--- config.mk ---
export PLATFORM = sky130hd
export DESIGN_NAME = stream_light_multi
export DESIGN_NICKNAME = d
export VERILOG_FILES = /design/src/rtl/stream_light_multi.sv
export SDC_FILE = /design/constraint.sdc
export NUM_CORES = 1
export LEC_CHECK = 0
export ABC_CLOCK_PERIOD_IN_PS = 3500
export CORE_MARGIN = 1.5
export CORE_UTILIZATION = 35
export CTS_CLUSTER_DIAMETER = 150
export DETAILED_ROUTE_END_ITERATION = 12
export GPL_TIMING_DRIVEN = 0
export PLACE_DENSITY_LB_ADDON = 0.1
export SYNTH_ARGS = -nofsm -noshare
export SYNTH_HDL_FRONTEND = slang
export SYNTH_SLANG_ARGS = --single-unit
--- constraint.sdc ---
create_clock -name clk_i -period 3.5 [get_ports clk_i]
set_input_delay 1.05 -clock clk_i [delete_from_list [all_inputs] [get_ports clk_i]]
set_output_delay 1.05 -clock clk_i [all_outputs]
set_load 0.05 [all_outputs]
--- src/rtl/stream_light_multi.sv ---
// rtl/stream_light_multi.sv - running-light engine with rotate, bounce, fill and dual-dot patterns
module stream_light_multi #(
  parameter int WIDTH = 16,
  parameter int DIV   = 50_000_000
) (
  input  logic             clk_i,
  input  logic             rst_i,
  input  logic             run_i,
  input  logic             stop_i,
  input  logic             reverse_i,
  input  logic [1:0]       mode_i,
  input  logic [1:0]       speed_i,
  output logic [WIDTH-1:0] led_o,
  output logic             running_o,
  output logic             dir_o
);

  localparam int CW = $clog2(DIV);
  localparam int PW = $clog2(WIDTH / 2);

  localparam logic [1:0] M_ROTATE = 2'd0;
  localparam logic [1:0] M_BOUNCE = 2'd1;
  localparam logic [1:0] M_FILL   = 2'd2;

  localparam logic [CW-1:0] P0_M1 = CW'(DIV - 1);
  localparam logic [CW-1:0] P1_M1 = CW'((DIV >> 1) - 1);
  localparam logic [CW-1:0] P2_M1 = CW'((DIV >> 2) - 1);
  localparam logic [CW-1:0] P3_M1 = CW'((DIV >> 3) - 1);

  localparam logic [PW-1:0]    POS_MAX = PW'(WIDTH / 2 - 1);
  localparam logic [WIDTH-1:0] LSB_ONE = WIDTH'(1);
  localparam logic [WIDTH-1:0] MSB_ONE = LSB_ONE << (WIDTH - 1);

  typedef enum logic {S_STOPPED = 1'b0, S_RUN = 1'b1} state_t;

  state_t           state_q;
  logic             run_q, stop_q, rev_q;
  logic [1:0]       mode_q, speed_q;
  logic [CW-1:0]    cnt_q;
  logic [WIDTH-1:0] led_q;
  logic [PW-1:0]    pos_q;
  logic             dir_q;

  logic             run_edge, stop_edge, rev_edge;
  logic             mode_chg, speed_chg;
  logic [CW-1:0]    period_m1;
  logic             tick;
  logic             dir_eff;
  logic [WIDTH-1:0] step_led, init_led;
  logic [PW-1:0]    step_pos;
  logic             step_dir;

  // Two lit LEDs mirrored about the centre of the bank.
  function automatic logic [WIDTH-1:0] dual_led(input logic [PW-1:0] p);
    logic [WIDTH-1:0] v;
    for (int i = 0; i < WIDTH; i++) begin
      v[i] = (i == int'(p)) || (i == WIDTH - 1 - int'(p));
    end
    return v;
  endfunction

  // Button edges, configuration changes, and the step tick.
  always_comb begin
    run_edge  = run_i & ~run_q;
    stop_edge = stop_i & ~stop_q;
    rev_edge  = reverse_i & ~rev_q;
    mode_chg  = (mode_i != mode_q);
    speed_chg = (speed_i != speed_q);
    case (speed_q)
      2'd0:    period_m1 = P0_M1;
      2'd1:    period_m1 = P1_M1;
      2'd2:    period_m1 = P2_M1;
      default: period_m1 = P3_M1;
    endcase
    // A reverse edge in the tick cycle already steers that step.
    dir_eff = dir_q ^ rev_edge;
    tick    = (state_q == S_RUN) && !stop_edge && !mode_chg && !speed_chg &&
              (cnt_q == period_m1);
  end

  // Seed value loaded when the selected pattern changes.
  always_comb begin
    init_led = '0;
    case (mode_i)
      M_ROTATE, M_BOUNCE: init_led = dir_eff ? MSB_ONE : LSB_ONE;
      M_FILL:             init_led = '0;
      default:            init_led = dual_led('0);
    endcase
  end

  // Next pattern value for the current mode; bounce and dual may flip direction.
  always_comb begin
    step_led = led_q;
    step_pos = pos_q;
    step_dir = dir_eff;
    case (mode_q)
      M_ROTATE: begin
        step_led = dir_eff ? {led_q[0], led_q[WIDTH-1:1]} : {led_q[WIDTH-2:0], led_q[WIDTH-1]};
      end
      M_BOUNCE: begin
        if (!dir_eff) begin
          if (led_q[WIDTH-1]) begin
            step_dir = 1'b1;
            step_led = {1'b0, led_q[WIDTH-1:1]};
          end else begin
            step_led = {led_q[WIDTH-2:0], 1'b0};
          end
        end else begin
          if (led_q[0]) begin
            step_dir = 1'b0;
            step_led = {led_q[WIDTH-2:0], 1'b0};
          end else begin
            step_led = {1'b0, led_q[WIDTH-1:1]};
          end
        end
      end
      M_FILL: begin
        if (&led_q)        step_led = '0;
        else if (!dir_eff) step_led = {led_q[WIDTH-2:0], 1'b1};
        else               step_led = {1'b1, led_q[WIDTH-1:1]};
      end
      default: begin
        if (!dir_eff) begin
          if (pos_q == POS_MAX) begin
            step_dir = 1'b1;
            step_pos = pos_q - PW'(1);
          end else begin
            step_pos = pos_q + PW'(1);
          end
        end else begin
          if (pos_q == '0) begin
            step_dir = 1'b0;
            step_pos = pos_q + PW'(1);
          end else begin
            step_pos = pos_q - PW'(1);
          end
        end
        step_led = dual_led(step_pos);
      end
    endcase
  end

  // Run/stop state machine, step counter and pattern registers.
  always_ff @(posedge clk_i or posedge rst_i) begin
    if (rst_i) begin
      state_q <= S_STOPPED;
      run_q   <= 1'b0;
      stop_q  <= 1'b0;
      rev_q   <= 1'b0;
      mode_q  <= M_ROTATE;
      speed_q <= 2'd0;
      cnt_q   <= '0;
      led_q   <= LSB_ONE;
      pos_q   <= '0;
      dir_q   <= 1'b0;
    end else begin
      run_q   <= run_i;
      stop_q  <= stop_i;
      rev_q   <= reverse_i;
      mode_q  <= mode_i;
      speed_q <= speed_i;
      dir_q   <= dir_eff;
      if (state_q == S_STOPPED) begin
        // Stop wins when both buttons rise together.
        if (run_edge && !stop_edge) begin
          state_q <= S_RUN;
          cnt_q   <= '0;
        end
      end else begin
        if (stop_edge) begin
          state_q <= S_STOPPED;
          cnt_q   <= '0;
        end else if (mode_chg || speed_chg || tick) begin
          cnt_q <= '0;
        end else begin
          cnt_q <= cnt_q + CW'(1);
        end
      end
      if (mode_chg) begin
        led_q <= init_led;
        pos_q <= '0;
      end else if (tick) begin
        led_q <= step_led;
        pos_q <= step_pos;
        dir_q <= step_dir;
      end
    end
  end

  assign led_o     = led_q;
  assign running_o = (state_q == S_RUN);
  assign dir_o     = dir_q;

endmodule

==> impl_results.md <==
* Hold Path Sink: cnt_q[1]
* Status: complete, no violations
* H-Tree Depth at 2
* Clk_lat worst skew at 0.33 ns
* WL per Instance at 16.97 um
* Max transition margin at 0.4349
* Core Region at 10420 um^2
* Crit path max fanout at 8
* Post CTS Setup Buffer Count at 0
* Post_cts resized at 0
* Std cell rows at 37
* Post-DP Area at 4237 um^2
* Reg2Reg Launch Point: pos_q[0]
* Syn-to-layout area delta at 14.97%
* FF-to-FF path depth at 10
* Io pins at 27
* Yosys warnings at 0
* Worst endpoint data arrival time at 3.39 ns
* Min-delay src: cnt_q[1]
* # DRC at 0
* RR Endpoint: led_o[5]
* EDFF count, synth at 0
* Detailed Place HPWL at 7758 um
* Power Total at 1.686 mW
* PwrDens at 387.2 nW/um^2
* WP data required at 3.74 ns
* MaxCap Viol Count at 0
* Die height at 107.0 um
* Largest net degree at the start of global routing at 31
* Starting density of the core at 0.3635
* # hold bufs at CTS at 0
* WP buf/inv at 1
* Slowest CP cell: xnor2_2
* Critical path startpoint: reverse_i
* Syn Nets at 464
* Vias in the first global route at 3417
* CP top delay family: simple AND/OR/NAND/NOR gates
* TritonCTS Sinks at 54
* Worst IR drop on VDD at 229.7 uV
* CTS Buffer Depth at 2
* Sequential Area at 1353 um^2
* Final Critical Period at 3.144 ns
* WL final at 10540 um
* Clk_skew at 0.01459 ns
* Most frequent cells in the layout: nand2_1 (65), dfrtp_1 (53), nor2_1 (31)
* Worst-path clk slew at 0.11 ns
* Most used DFF post-synth: dfrtp_1
* Final slew viol count at 0
* Share of flip-flops with an asynchronous set or reset at 1.000
* WS Path Type: input port to flop
* FILL cells at 1056
* Critical Path End Type: flop
* GR Overflow Total at 0
* Worst slew pin tran at 0.8477 ns
* ANT cells at 0
* Final Cycle Share at 0.8982
* RSZ-0062 raised after global routing: no
* TritonCTS clock tree: built
* Final hold vios at 0
* Mapped cell area at 3786 um^2
* Setup-failing EPs final at 0
* Drt pass-1 iters at 4
* Fin area at 4353 um^2
* Routability congestion estimate at 0.8726
* Mapped Avg Cell Area at 8.414 um^2
* Max Fclk at 318.1 MHz
* Post-route ant nets at 0
* Most common cell after layout, fill and taps aside: nand2_1
* First-pass GRT wire length at 17940 um
* Vias at 3539
* Die Span X at 107.0 um
* Inserted Clock Buffers at 5
* Initial antenna violation count at 0
* Worst setup SP type: input port
* Die area at 11450 um^2
* CTS root buffer: clkbuf_8
* DRT iter0 DRCs at 251
* GRT Total Usage at 0.1975
* Share of cells above drive strength 1 at 0.07423
* Flops & latches, synth at 54
* Max incr delay on CP at 0.53 ns
* Crit path cell chain: clkdlybuf4s50_1, and2b_1, xnor2_2, mux2_4, or3_1, a311o_1, o211ai_1
* Reg-to-reg slack, setup at 0.60 ns
* Hold Path Class: flop to flop
* Hold Path Cell Cnt at 1
* Area of the multi-input gates at 2277 um^2
* PortBufs at 26
* DR vias/cell at 5.699
* Post-synthesis sequential area ratio at 0.3572
* Netlist cell types at 64
* Nets@finish at 498
* LEAKAGE at 1.676 nW
* Synth Instances at 450
## cells in the mapped netlist, drive strengths merged, types with 4 or more instances
cell type | count | area share
and3 | 12 | 0.020
nor3 | 6 | 0.0079
nor4 | 7 | 0.019
o22ai | 13 | 0.021
a21o | 4 | 0.0079
inv | 10 | 0.0099
o211ai | 6 | 0.012
a31oi | 16 | 0.026
a211oi | 6 | 0.012
a21oi | 22 | 0.030
dfrtp | 53 | 0.35
nand2 | 65 | 0.064
xor2 | 19 | 0.044
o21ai | 22 | 0.029
mux2i | 21 | 0.056
nor2 | 32 | 0.034
xnor2 | 8 | 0.022
nand2b | 6 | 0.0099
o22a | 4 | 0.0093
nor2b | 5 | 0.0083
clkbuf | 15 | 0.015
buf | 11 | 0.017
ha | 5 | 0.017
nand4 | 12 | 0.021
nand3 | 27 | 0.036
or3 | 5 | 0.0083
## through the flow
step	hold WS [ns]	setup WS (ns)	TNS [ns]	utilization	std cells
floorplan	0.5044	0.8198	0	-	450
global placement	0.5334	-0.01906	-0.7472	0.4048	612
detailed placement	0.5442	0.02741	0	0.4067	613
CTS	0.5719	0.3623	0	0.4179	621
global route	0.5888	0.1834	0	0.4179	621
finish	0.5687	0.3563	0	0.4179	621
## cells by family after synthesis
logic type,count (synthesis),share of synthesized area
AND/OR/NAND/NOR,193,0.2621
AO/OA/AOI/OAI,111,0.1910
flip-flops,54,0.3572
buffers and inverters,36,0.04131
XOR/XNOR,27,0.06642
multiplexers,24,0.06543
adder cells (fa/ha/maj),5,0.01652
## report_power, final
| group | switching, mW | internal, mW | total, mW | leakage (nW) |
|---|---|---|---|---|
| sequential | 0.0254 | 0.645 | 0.671 | 0.729 |
| combinational | 0.381 | 0.174 | 0.556 | 0.888 |
| clock | 0.240 | 0.219 | 0.459 | 0.0591 |
## how the worst max path moves through the flow
stage | end | depth (start not counted)
floorplan | led_o[15] | 6
global placement | pos_q[2] | 2
detailed placement | led_o[15] | 7
CTS | led_o[15] | 7
global route | led_o[0] | 8
finish | led_o[15] | 7
## state kept, by name (all words and copies together), names as in the netlist
name,cells
rev_q,1
run_q,1
pos_q,3
cnt_q,26
stop_q,1
mode_q,2
led_o,16
running_o,1
dir_o,1
speed_q,2
## final cells by class
type / instances / area share
multi-input cells: 360 / 0.5231
flip-flops and latches: 54 / 0.3107
repair buffers: 27 / 0.06439
well taps: 136 / 0.03909
plain buffers: 26 / 0.02731
clock buffers: 5 / 0.01581
clock inverters: 3 / 0.01092
inverters: 10 / 0.008623
## layer usage
metal,wire (um),GRT usage
met3,579,0.02857
met1,5365,0.3035
met5,0,0
met2,4495,0.2871
met4,97,0.05048
No activity file was read; power rests on OpenSTA's default activity.
